<file path="src/rtl/jt51_sh_pkg.sv">
// Shared definitions for the per-slot ring sequencer: ring geometry,
// clear-sweep state encoding and a small slot arithmetic helper.
package jt51_sh_pkg;

   localparam int SLOTS  = 32;
   localparam int SLOT_W = 5;

   // Last slot of a lap; clear sweeps start and end on this boundary
   localparam logic [SLOT_W-1:0] LAST_SLOT = 5'd31;

   typedef enum logic [1:0] {
      CLR_IDLE = 2'd0,
      CLR_WAIT = 2'd1,
      CLR_RUN  = 2'd2
   } clr_state_t;

   // Next slot around the ring; the natural 5-bit wrap gives 31 -> 0
   function automatic logic [SLOT_W-1:0] slot_inc(input logic [SLOT_W-1:0] s);
      return s + 1'b1;
   endfunction

endpackage

</file>
<file path="src/rtl/jt51_slot_cnt.sv">
// Cen-gated slot counter naming the slot at the ring head, with the
// channel/operator split and a zero flag. Shared by every parameter ring.
module jt51_slot_cnt
   import jt51_sh_pkg::*;
(
   input  logic              clk,
   input  logic              rst,
   input  logic              cen,
   output logic [SLOT_W-1:0] slot,
   output logic [2:0]        ch,
   output logic [1:0]        op,
   output logic              zero
);

   // Advance one slot per enabled clock; the ring shifts on the same cen
   always_ff @(posedge clk or posedge rst) begin
      if (rst) begin
         slot <= '0;
      end else if (cen) begin
         slot <= slot_inc(slot);
      end
   end

   assign ch   = slot[2:0];
   assign op   = slot[4:3];
   assign zero = (slot == '0);

endmodule

</file>
<file path="src/rtl/jt51_sh_ctrl.sv">
// Slot sequencer and write arbiter for one 32-stage shift-register ring.
// Holds a single pending CPU write until its slot reaches the ring head,
// runs whole-ring clear sweeps aligned to lap boundaries, and selects what
// is fed back into the ring each slot.
module jt51_sh_ctrl
   import jt51_sh_pkg::*;
#(
   parameter int               WIDTH  = 5,
   parameter logic [WIDTH-1:0] CLRVAL = '0
)(
   input  logic              clk,
   input  logic              rst,
   input  logic              cen,
   input  logic [WIDTH-1:0]  ring_drop,
   output logic [WIDTH-1:0]  ring_din,
   output logic [SLOT_W-1:0] slot,
   output logic [2:0]        ch,
   output logic [1:0]        op,
   output logic              zero,
   input  logic              wr_req,
   input  logic [SLOT_W-1:0] wr_slot,
   input  logic [WIDTH-1:0]  wr_data,
   output logic              wr_busy,
   output logic              wr_done,
   output logic              wr_err,
   input  logic              clr_req,
   output logic              clr_busy
);

   logic [SLOT_W-1:0] lat_slot;
   logic [WIDTH-1:0]  lat_data;
   logic              wr_hit;
   clr_state_t        clr_state;
   clr_state_t        clr_next;
   logic              lap_end;

   jt51_slot_cnt u_slot_cnt (
      .clk  (clk),
      .rst  (rst),
      .cen  (cen),
      .slot (slot),
      .ch   (ch),
      .op   (op),
      .zero (zero)
   );

   // The pending write lands only on an enabled slot matching the latched
   // target; using registered wr_busy keeps wr_req out of the ring_din path
   assign wr_hit  = wr_busy && cen && (slot == lat_slot);
   assign lap_end = cen && (slot == LAST_SLOT);

   // Single-entry write latch with completion and rejection pulses
   always_ff @(posedge clk or posedge rst) begin
      if (rst) begin
         wr_busy  <= 1'b0;
         wr_done  <= 1'b0;
         wr_err   <= 1'b0;
         lat_slot <= '0;
         lat_data <= '0;
      end else begin
         wr_done <= wr_hit;
         wr_err  <= wr_req && wr_busy;
         if (wr_hit) begin
            wr_busy <= 1'b0;
         end
         if (wr_req && !wr_busy) begin
            wr_busy  <= 1'b1;
            lat_slot <= wr_slot;
            lat_data <= wr_data;
         end
      end
   end

   // Clear sweep state register
   always_ff @(posedge clk or posedge rst) begin
      if (rst) begin
         clr_state <= CLR_IDLE;
      end else begin
         clr_state <= clr_next;
      end
   end

   // Clear sweep sequencing: wait for a lap boundary, then clear one full lap
   always_comb begin
      clr_next = clr_state;
      case (clr_state)
         CLR_IDLE: if (clr_req) clr_next = CLR_WAIT;
         CLR_WAIT: if (lap_end) clr_next = CLR_RUN;
         CLR_RUN:  if (lap_end) clr_next = CLR_IDLE;
         default:  clr_next = CLR_IDLE;
      endcase
   end

   assign clr_busy = (clr_state != CLR_IDLE);

   // Ring feedback select: a matching write beats the clear value, which
   // beats plain recirculation
   always_comb begin
      ring_din = ring_drop;
      if (wr_hit) begin
         ring_din = lat_data;
      end else if (clr_state == CLR_RUN) begin
         ring_din = CLRVAL;
      end
   end

endmodule

</file>
<file path="config.mk">
export PLATFORM = sky130hd
export DESIGN_NAME = jt51_sh_ctrl
export DESIGN_NICKNAME = d
export VERILOG_FILES = /design/src/rtl/jt51_sh_pkg.sv /design/src/rtl/jt51_slot_cnt.sv /design/src/rtl/jt51_sh_ctrl.sv
export SDC_FILE = /design/constraint.sdc
export NUM_CORES = 1
export LEC_CHECK = 0
export BUFFER_PORTS_ARGS = -buffer_cell sky130_fd_sc_hd__buf_2
export CAP_MARGIN = 20
export CORE_MARGIN = 2
export CORE_UTILIZATION = 51
export CTS_CLUSTER_DIAMETER = 200
export CTS_CLUSTER_SIZE = 16
export DETAILED_ROUTE_END_ITERATION = 10
export GPL_ROUTABILITY_DRIVEN = 0
export GPL_TIMING_DRIVEN = 1
export PLACE_DENSITY = 0.8
export SKIP_LAST_GASP = 1
export SLEW_MARGIN = 20
export SYNTH_ARGS = -nofsm -noshare
export SYNTH_HDL_FRONTEND = slang
export SYNTH_SLANG_ARGS = --single-unit
</file>
<file path="constraint.sdc">
create_clock -name clk -period 2.7 [get_ports clk]
set_input_delay 0.135 -clock clk [delete_from_list [all_inputs] [get_ports clk]]
set_output_delay 0.135 -clock clk [all_outputs]
set_load 0.01 [all_outputs]
</file>
==> results of run 1 <==
==> final timing paths <==
check / start / slack [ns] / to / depth (start not counted)
min reg2reg: clr_state[1] / 0.48 / clr_state[0] / 1
max reg2reg: wr_busy / 1.15 / lat_slot[2] / 3
min in group asynchronous: rst / 0.50 / clr_state[0] / 3
max: u_slot_cnt.slot[4] / 0.63 / ring_din[2] / 5
min: wr_data[3] / 0.04 / lat_data[3] / 3
max in group asynchronous: rst / 1.74 / lat_slot[3] / 3
==> cells in the final DEF, fill, tap and decap left out, drive strengths merged <==
master | Yosys | routed
dfrtp | 20 | 20
a21oi | 1 | 1
and2b | 1 | 1
nor2 | 2 | 2
or2 | 1 | 1
xnor2 | 4 | 4
a311oi | 1 | 1
buf | 5 | 40
a2111oi | 1 | 1
nor4b | 1 | 1
nand2 | 16 | 16
o21ai | 8 | 8
a222oi | 1 | 1
a21o | 1 | 1
dlygate4sd3 | 0 | 1
nor2b | 2 | 2
ha | 3 | 3
clkbuf | 3 | 3
mux2i | 5 | 5
and2 | 1 | 1
nand4 | 2 | 2
xor2 | 1 | 1
o21a | 1 | 1
inv | 12 | 12
mux2 | 4 | 4
and3 | 1 | 1
nand2b | 1 | 1
==> report_power, final <==
group | switching (mW) | total [mW] | internal [mW]
clock network | 0.0827 | 0.135 | 0.0519
registers | 0.118 | 0.543 | 0.425
logic | 0.268 | 0.520 | 0.252
==> per-layer routing <==
layer / share of wire (%) / vias up / routed length [um] / GRT usage, %
met5: 0 / - / 0 / 0
met4: 1.7 / 0 / 33 / 10.00
met3: 3.7 / 4 / 71 / 2.454
met2: 53 / 21 / 1007 / 30.82
met1: 41 / 397 / 787 / 20.72
li1: - / 393 / - / -
==> metrics by stage <==
step	util, %	instance area, um2
final	64.97	1249
after global routing	64.97	1249
after CTS	64.97	1249
after detailed placement	63.28	1216
after global placement	63.28	1216
after floorplan	-	1028
==> timing repair <==
| item | 4_1_cts | 5_1_grt |
|---|---|---|
| buffers inserted | 0 | 0 |
| resized for setup | 0 | 0 |
| hold buffers | 1 | 0 |
| hold endpoints to repair | 20 | 0 |
==> synth_stat cells, drive strengths merged <==
| cell type | n |
|---|---|
| or2 | 1 |
| nor2b | 2 |
| dfrtp | 20 |
| nor2 | 2 |
| nor4b | 1 |
| nand4 | 2 |
| ha | 3 |
| buf | 5 |
| and2 | 1 |
| o21ai | 8 |
| nand2 | 16 |
| inv | 12 |
| a222oi | 1 |
| clkbuf | 3 |
| xnor2 | 4 |
| and2b | 1 |
| xor2 | 1 |
| o21a | 1 |
| nand2b | 1 |
| a21o | 1 |
| a311oi | 1 |
| a21oi | 1 |
| mux2i | 5 |
| mux2 | 4 |
| and3 | 1 |
| a2111oi | 1 |
==> flip-flops by register name, indices dropped and copies added (netlist names) <==
signal,count
lat_slot,5
lat_data,5
u_slot_cnt.slot,5
wr_busy,1
wr_done,1
clr_state,2
wr_err,1
==> layout make-up <==
class                   instances  area, um2  area share [%]
flip-flops and latches         20      500.5           40.08
inverters                      12      45.04           3.607
repair buffers                 41      212.7           17.03
multi-input cells              59      434.2           34.77
clock buffers                   3      22.52           1.804
well taps                      27      33.78           2.705
==> logic make-up (layout without fill, tap and decap cells) <==
family / after synthesis / in the layout / synth area share (%)
mux: 9 / 9 / 9.246
xor+xnor: 5 / 5 / 4.258
buf+inv: 20 / 56 / 9.124
fa+ha+maj: 3 / 3 / 3.650
flops: 20 / 20 / 48.66
simple gates: 28 / 28 / 14.72
compound gates: 14 / 14 / 10.34
==> critical path, delay by kind of cell, from the launching register on <==
family	cells	cell delay [ns]
DFF	1	0.45
and+or+nand+nor	2	0.43
AOI/OAI and AO/OA	1	0.36
muxes	1	0.24
buffers and inverters	1	0.17
==> impl_metrics.toml, run 1 <==
[detailed_routing]
antenna_violating_nets_remaining = 0
routed_wirelength_mm = 1.900
route.vias.total = 815
detail_route.iter0.violations = 9
drc_errors = 0
wl_per_cell_um = 11.73
drtPass1Iterations = 4
vias_per_cell = 5.031

[global_routing]
grt_usage_pct = 17.65
grt.overflow.total = 0
grt_start_max_net_pins = 21
grt_antenna_before_repair = 0
number_of_global_route_vias_before_repair = 802
grt_pass1_wl_mm = 3.277

[worst_setup_path]
critical_path.startpoint_type = "flop"
crit_path_max_incr_delay_ns = 0.45
timing.critical_path.to_type = "output pin"
timing.critical_path.arrival_ns = 1.94
worst_ep_required_time_ns = 2.57
crit_path_cell_trace = "and2b_4 > a2111oi_4 > nand4_4 > mux2i_1 > buf_2"
timing_worst_setup_path_type = "flop to output pin"
path_max_fanout = 7
cp_slowest_cell = "dfrtp_1"

[yosys]
syn_nets = 122
ys_top_cells_by_area = "dfrtp_1 (49%), nand2_1 (5.8%), mux2i_1 (4.9%)"
netlist_instances = 99
synth_top_cell_by_area = "dfrtp_1"
postSynthAreaPerCell_um2 = 10.39
syn-cell-area_mm2 = 0.001028
synth.ff_latch_count = 20
synth.top_cell.area_share_pct = 48.66
ys_warn_count = 0
share_of_the_yosys_chip_area_belonging_to_registers_pct = 48.66
netlist-cell-type-count = 28

[final_layout]
syn2layout_area_growth_pct = 21.41
num-nets-final = 160
num-fill-cells = 171
n_antenna_cell = 0
drive_above_1_share_pct = 38.52
final_cell_count_no_fill = 162

[power_and_ir_drop]
power.density_cell_area_mw_per_mm2 = 959.5
finalPower_mw = 1.198
static_power_due_to_leakage_nw = 0.6777
worst_ir_drop_vdd_uv = 541.8

[clocking]
cts_tree = "done"
numClockSinks = 20
htreeDepth = 1
cts_buffer_count = 3
cts_buffer_depth = 2
clock-root-buffer = "clkbuf_4"
insertion_delay_ns = 0.29
path_clk_slew_ns = 0.10

[floorplanning]
die_y_um = 48.91
start_util_pct = 53.52
die_x_um = 48.91
num_io_pins = 40
floorplan.die_area_mm2 = 0.002392
num_rows = 16
core_area_mm2 = 0.001922

[timing]
report.final.hold_viol_count = 0
achievable-frequency_mhz = 483.1
unrepaired_setup_endpoints_after_global_routing = "false"
finClkSkew_ns = 0.001754
final-max-slew-violation-count = 0
setup_violations = 0
postLayoutSetupSlackWorst_ns = 0.6299
holdWs_ns = 0.03631
fin_crit_sh_pct = 76.67
min_cycle_time_layout_ns = 2.070
totalNegativeSetupSlack_ns = 0
timing.max_slew.rel_slack_pct = 50.69
timing_worst_slew_pin_value_ns = 0.7389

[placement]
port_buffers = 39
dp_slack_ns = 0.9614
detailed_place_hpwl_mm = 1.513
dp_cells = 158

[job]
timing.max_cap.violations = 0

[run_status]
status = "finished, final reports clean"

[hold_path]
hold_path.class = "input port to flop"
(Power assumes the default switching activity.)
==> run 2: changes to the inputs <==
--- a/config.mk
+++ b/config.mk
@@ -5,16 +5,18 @@
 export SDC_FILE = /design/constraint.sdc
 export NUM_CORES = 1
 export LEC_CHECK = 0
+export ABC_AREA = 1
 export BUFFER_PORTS_ARGS = -buffer_cell sky130_fd_sc_hd__buf_2
 export CAP_MARGIN = 20
+export CORE_ASPECT_RATIO = 1.75
 export CORE_MARGIN = 2
-export CORE_UTILIZATION = 51
+export CORE_UTILIZATION = 49
 export CTS_CLUSTER_DIAMETER = 200
 export CTS_CLUSTER_SIZE = 16
 export DETAILED_ROUTE_END_ITERATION = 10
 export GPL_ROUTABILITY_DRIVEN = 0
 export GPL_TIMING_DRIVEN = 1
-export PLACE_DENSITY = 0.8
+export PLACE_DENSITY = 0.75
 export SKIP_LAST_GASP = 1
 export SLEW_MARGIN = 20
 export SYNTH_ARGS = -nofsm -noshare
==> constraint.sdc (replaced) <==
create_clock -name clk -period 2.1 [get_ports clk]
set_input_delay 0.105 -clock clk [delete_from_list [all_inputs] [get_ports clk]]
set_output_delay 0.105 -clock clk [all_outputs]
set_load 0.01 [all_outputs]
==> impl_metrics.toml, run 2 <==
[run_status]
status = "complete, but fails checks"
violations = "negative hold slack"

[yosys]
share_of_the_yosys_chip_area_belonging_to_registers_pct = 43.06
ys_top_cells_by_area = "dfrtp_1 (43%), nand2_1 (9.7%), inv_1 (6.1%)"
synth-simple-area-share_pct = 29.60
synth_async_reset_ratio_pct = 100.0
synth-main-ff-cell = "dfrtp_1"
synth_top_cell_by_area = "dfrtp_1"
synthesized_area_fraction_occupied_by_ao_oa_aoi_and_oai_cells_pct = 3.014
synthMuxAreaShare_pct = 5.813
xor_xnor_share_of_the_synthesized_area_pct = 2.260
synth_fa_ha_area_share_pct = 3.229
main_combinational_cell_family_by_area_after_synthesis = "simple AND/OR/NAND/NOR gates"
synth_common_cells = "nand2_1 (30), dfrtp_1 (20), inv_1 (19)"
postSynthAreaPerCell_um2 = 8.674
synth_enable_flop_cells = 0
synth.top_cell.area_share_pct = 43.06
netlist_instances = 134
synth.ff_latch_count = 20
syn-cell-area_mm2 = 0.001162
ys_warn_count = 0
netlist-cell-type-count = 21
synth_most_common_cell = "nand2_1"
syn_nets = 157

[clocking]
htreeDepth = 1
cts.hold.buffers_added = 0
insertion_delay_ns = 0.26
path_clk_slew_ns = 0.07
clock-root-buffer = "clkbuf_8"
cts_tree = "done"
numClockSinks = 20
cts_buffer_depth = 2
cts_buffer_count = 3
post_cts_resize_count = 0
cts_setup_buffers = 0

[floorplanning]
die_y_um = 68.43
core_area_mm2 = 0.002273
floorplan.die_area_mm2 = 0.002793
num_io_pins = 40
start_util_pct = 51.13
num_rows = 23
die_x_um = 40.82

[timing]
unrepaired_setup_endpoints_after_global_routing = "false"
timing_worst_slew_pin_value_ns = 0.7633
fin_crit_sh_pct = 76.49
totalNegativeSetupSlack_ns = 0
final-max-slew-violation-count = 0
setup_violations = 0
postLayoutSetupSlackWorst_ns = 0.4937
report.final.hold_viol_count = 20
holdWs_ns = -0.02710
min_cycle_time_layout_ns = 1.606
timing.max_slew.rel_slack_pct = 49.06
finClkSkew_ns = 0.001215
achievable-frequency_mhz = 622.6

[final_layout]
commonest_non_fill_non_tap_cell_in_the_layout = "buf_2"
n_antenna_cell = 0
num-fill-cells = 214
num-nets-final = 194
syn2layout_area_growth_pct = 17.87
drive_above_1_share_pct = 37.87
layout_top_registers = "lat_data x5, lat_slot x5, u_slot_cnt.slot x5"
finalInstanceArea_mm2 = 0.001370
layout.cells.most_common_list = "buf_2 (39), nand2_1 (30), dfrtp_1 (20)"

[worst_setup_path]
critical_path.startpoint_type = "flop"
cp_slowest_cell = "dfrtp_1"
worst-path-buf-inv = 1
timing.critical_path.to_type = "output pin"
worst_ep_required_time_ns = 2.00
path_max_fanout = 7
timing.rr.end = "clr_state[1]"
timing_worst_setup_path_type = "flop to output pin"
reg2reg_setup_slack_ns = 0.60
crit_path_cell_trace = "nand2_1 > nand2_1 > nor2_8 > nand3_4 > nand2_1 > nand2_1 > buf_2"
cp_top_family = "simple AND/OR/NAND/NOR gates"
crit_path_max_incr_delay_ns = 0.45
timing.critical_path.arrival_ns = 1.50
worstRegToRegCells = 6
r2r_start = "u_slot_cnt.slot[0]"
cpMostUsedCell = "nand2_1"

[global_routing]
grt_usage_pct = 19.89
grt_pass1_wl_mm = 3.739
number_of_global_route_vias_before_repair = 944
grt_antenna_before_repair = 0
grt.overflow.total = 0
grt_start_max_net_pins = 21

[detailed_routing]
detail_route.iter0.violations = 25
drtPass1Iterations = 4
drc_errors = 0
antenna_violating_nets_remaining = 0
wl_per_cell_um = 11.50
route.vias.total = 955
vias_per_cell = 4.923
routed_wirelength_mm = 2.231

[placement]
port_buffers = 39
detailed_place_hpwl_mm = 1.749
dp_slack_ns = 0.6116
placement.cell_area_mm2 = 0.001329

[power_and_ir_drop]
worst_ir_drop_vdd_uv = 709.8
power.density_cell_area_mw_per_mm2 = 1307
static_power_due_to_leakage_nw = 0.8020

[job]
timing.max_cap.violations = 0

[hold_path]
hold_path.class = "input port to async pin"
## run 2: kinds of logic (layout without fill, tap and decap cells)
| family | Yosys count | after routing |
|---|---|---|
| and+or+nand+nor | 64 | 64 |
| DFF | 20 | 20 |
| buffers and inverters | 31 | 66 |
| adders and majority gates | 3 | 3 |
| muxes | 6 | 6 |
| xor gates and xnor gates | 3 | 3 |
| AOI/OAI and AO/OA | 7 | 7 |
## run 2: report_power, final
part           internal, mW  leakage [nW]  switching [mW]  total [mW]
clock                 0.128        0.0216           0.120       0.248
sequential            0.542         0.233           0.142       0.684
combinational         0.338         0.548           0.520       0.858
## run 2: final cells by class
class | count | area (um2) | share of cell area [%]
multi-input cells | 83 | 510.5 | 37.26
well taps | 25 | 31.28 | 2.283
inverters | 24 | 91.34 | 6.667
repair buffers | 39 | 195.2 | 14.25
flip-flops and latches | 20 | 500.5 | 36.53
clock buffers | 3 | 41.29 | 3.014
## run 2: worst max-delay path by stage
stage                             from           end  slack (ns)  depth (start not counted)
floorplan           u_slot_cnt.slot[0]  clr_state[1]        0.62                          6
global placement    u_slot_cnt.slot[0]  clr_state[1]        0.64                          6
detailed placement  u_slot_cnt.slot[0]  clr_state[1]        0.61                          6
CTS                 u_slot_cnt.slot[4]   ring_din[0]        0.48                          7
global route        u_slot_cnt.slot[0]   ring_din[2]        0.34                          7
finish              u_slot_cnt.slot[4]   ring_din[0]        0.49                          7
## run 2: routing by layer
metal	vias up	track usage (%)	wire length [um]
li1	477	-	-
met1	450	20.46	779
met2	23	34.96	1317
met3	5	4.221	88
met4	0	10.00	46
met5	-	0	0
## run 2: per-stage QoR
stage / power, mW / hold WS [ns] / util [%] / cells
after floorplan: 1.367 / 0.06883 / - / 134
after global placement: 1.523 / 0.2603 / 58.45 / 191
after detailed placement: 1.551 / 0.2824 / 58.45 / 191
after CTS: 1.814 / 0.001562 / 60.26 / 194
after global routing: 1.949 / 0.04472 / 60.26 / 194
final: 1.790 / -0.02710 / 60.26 / 194
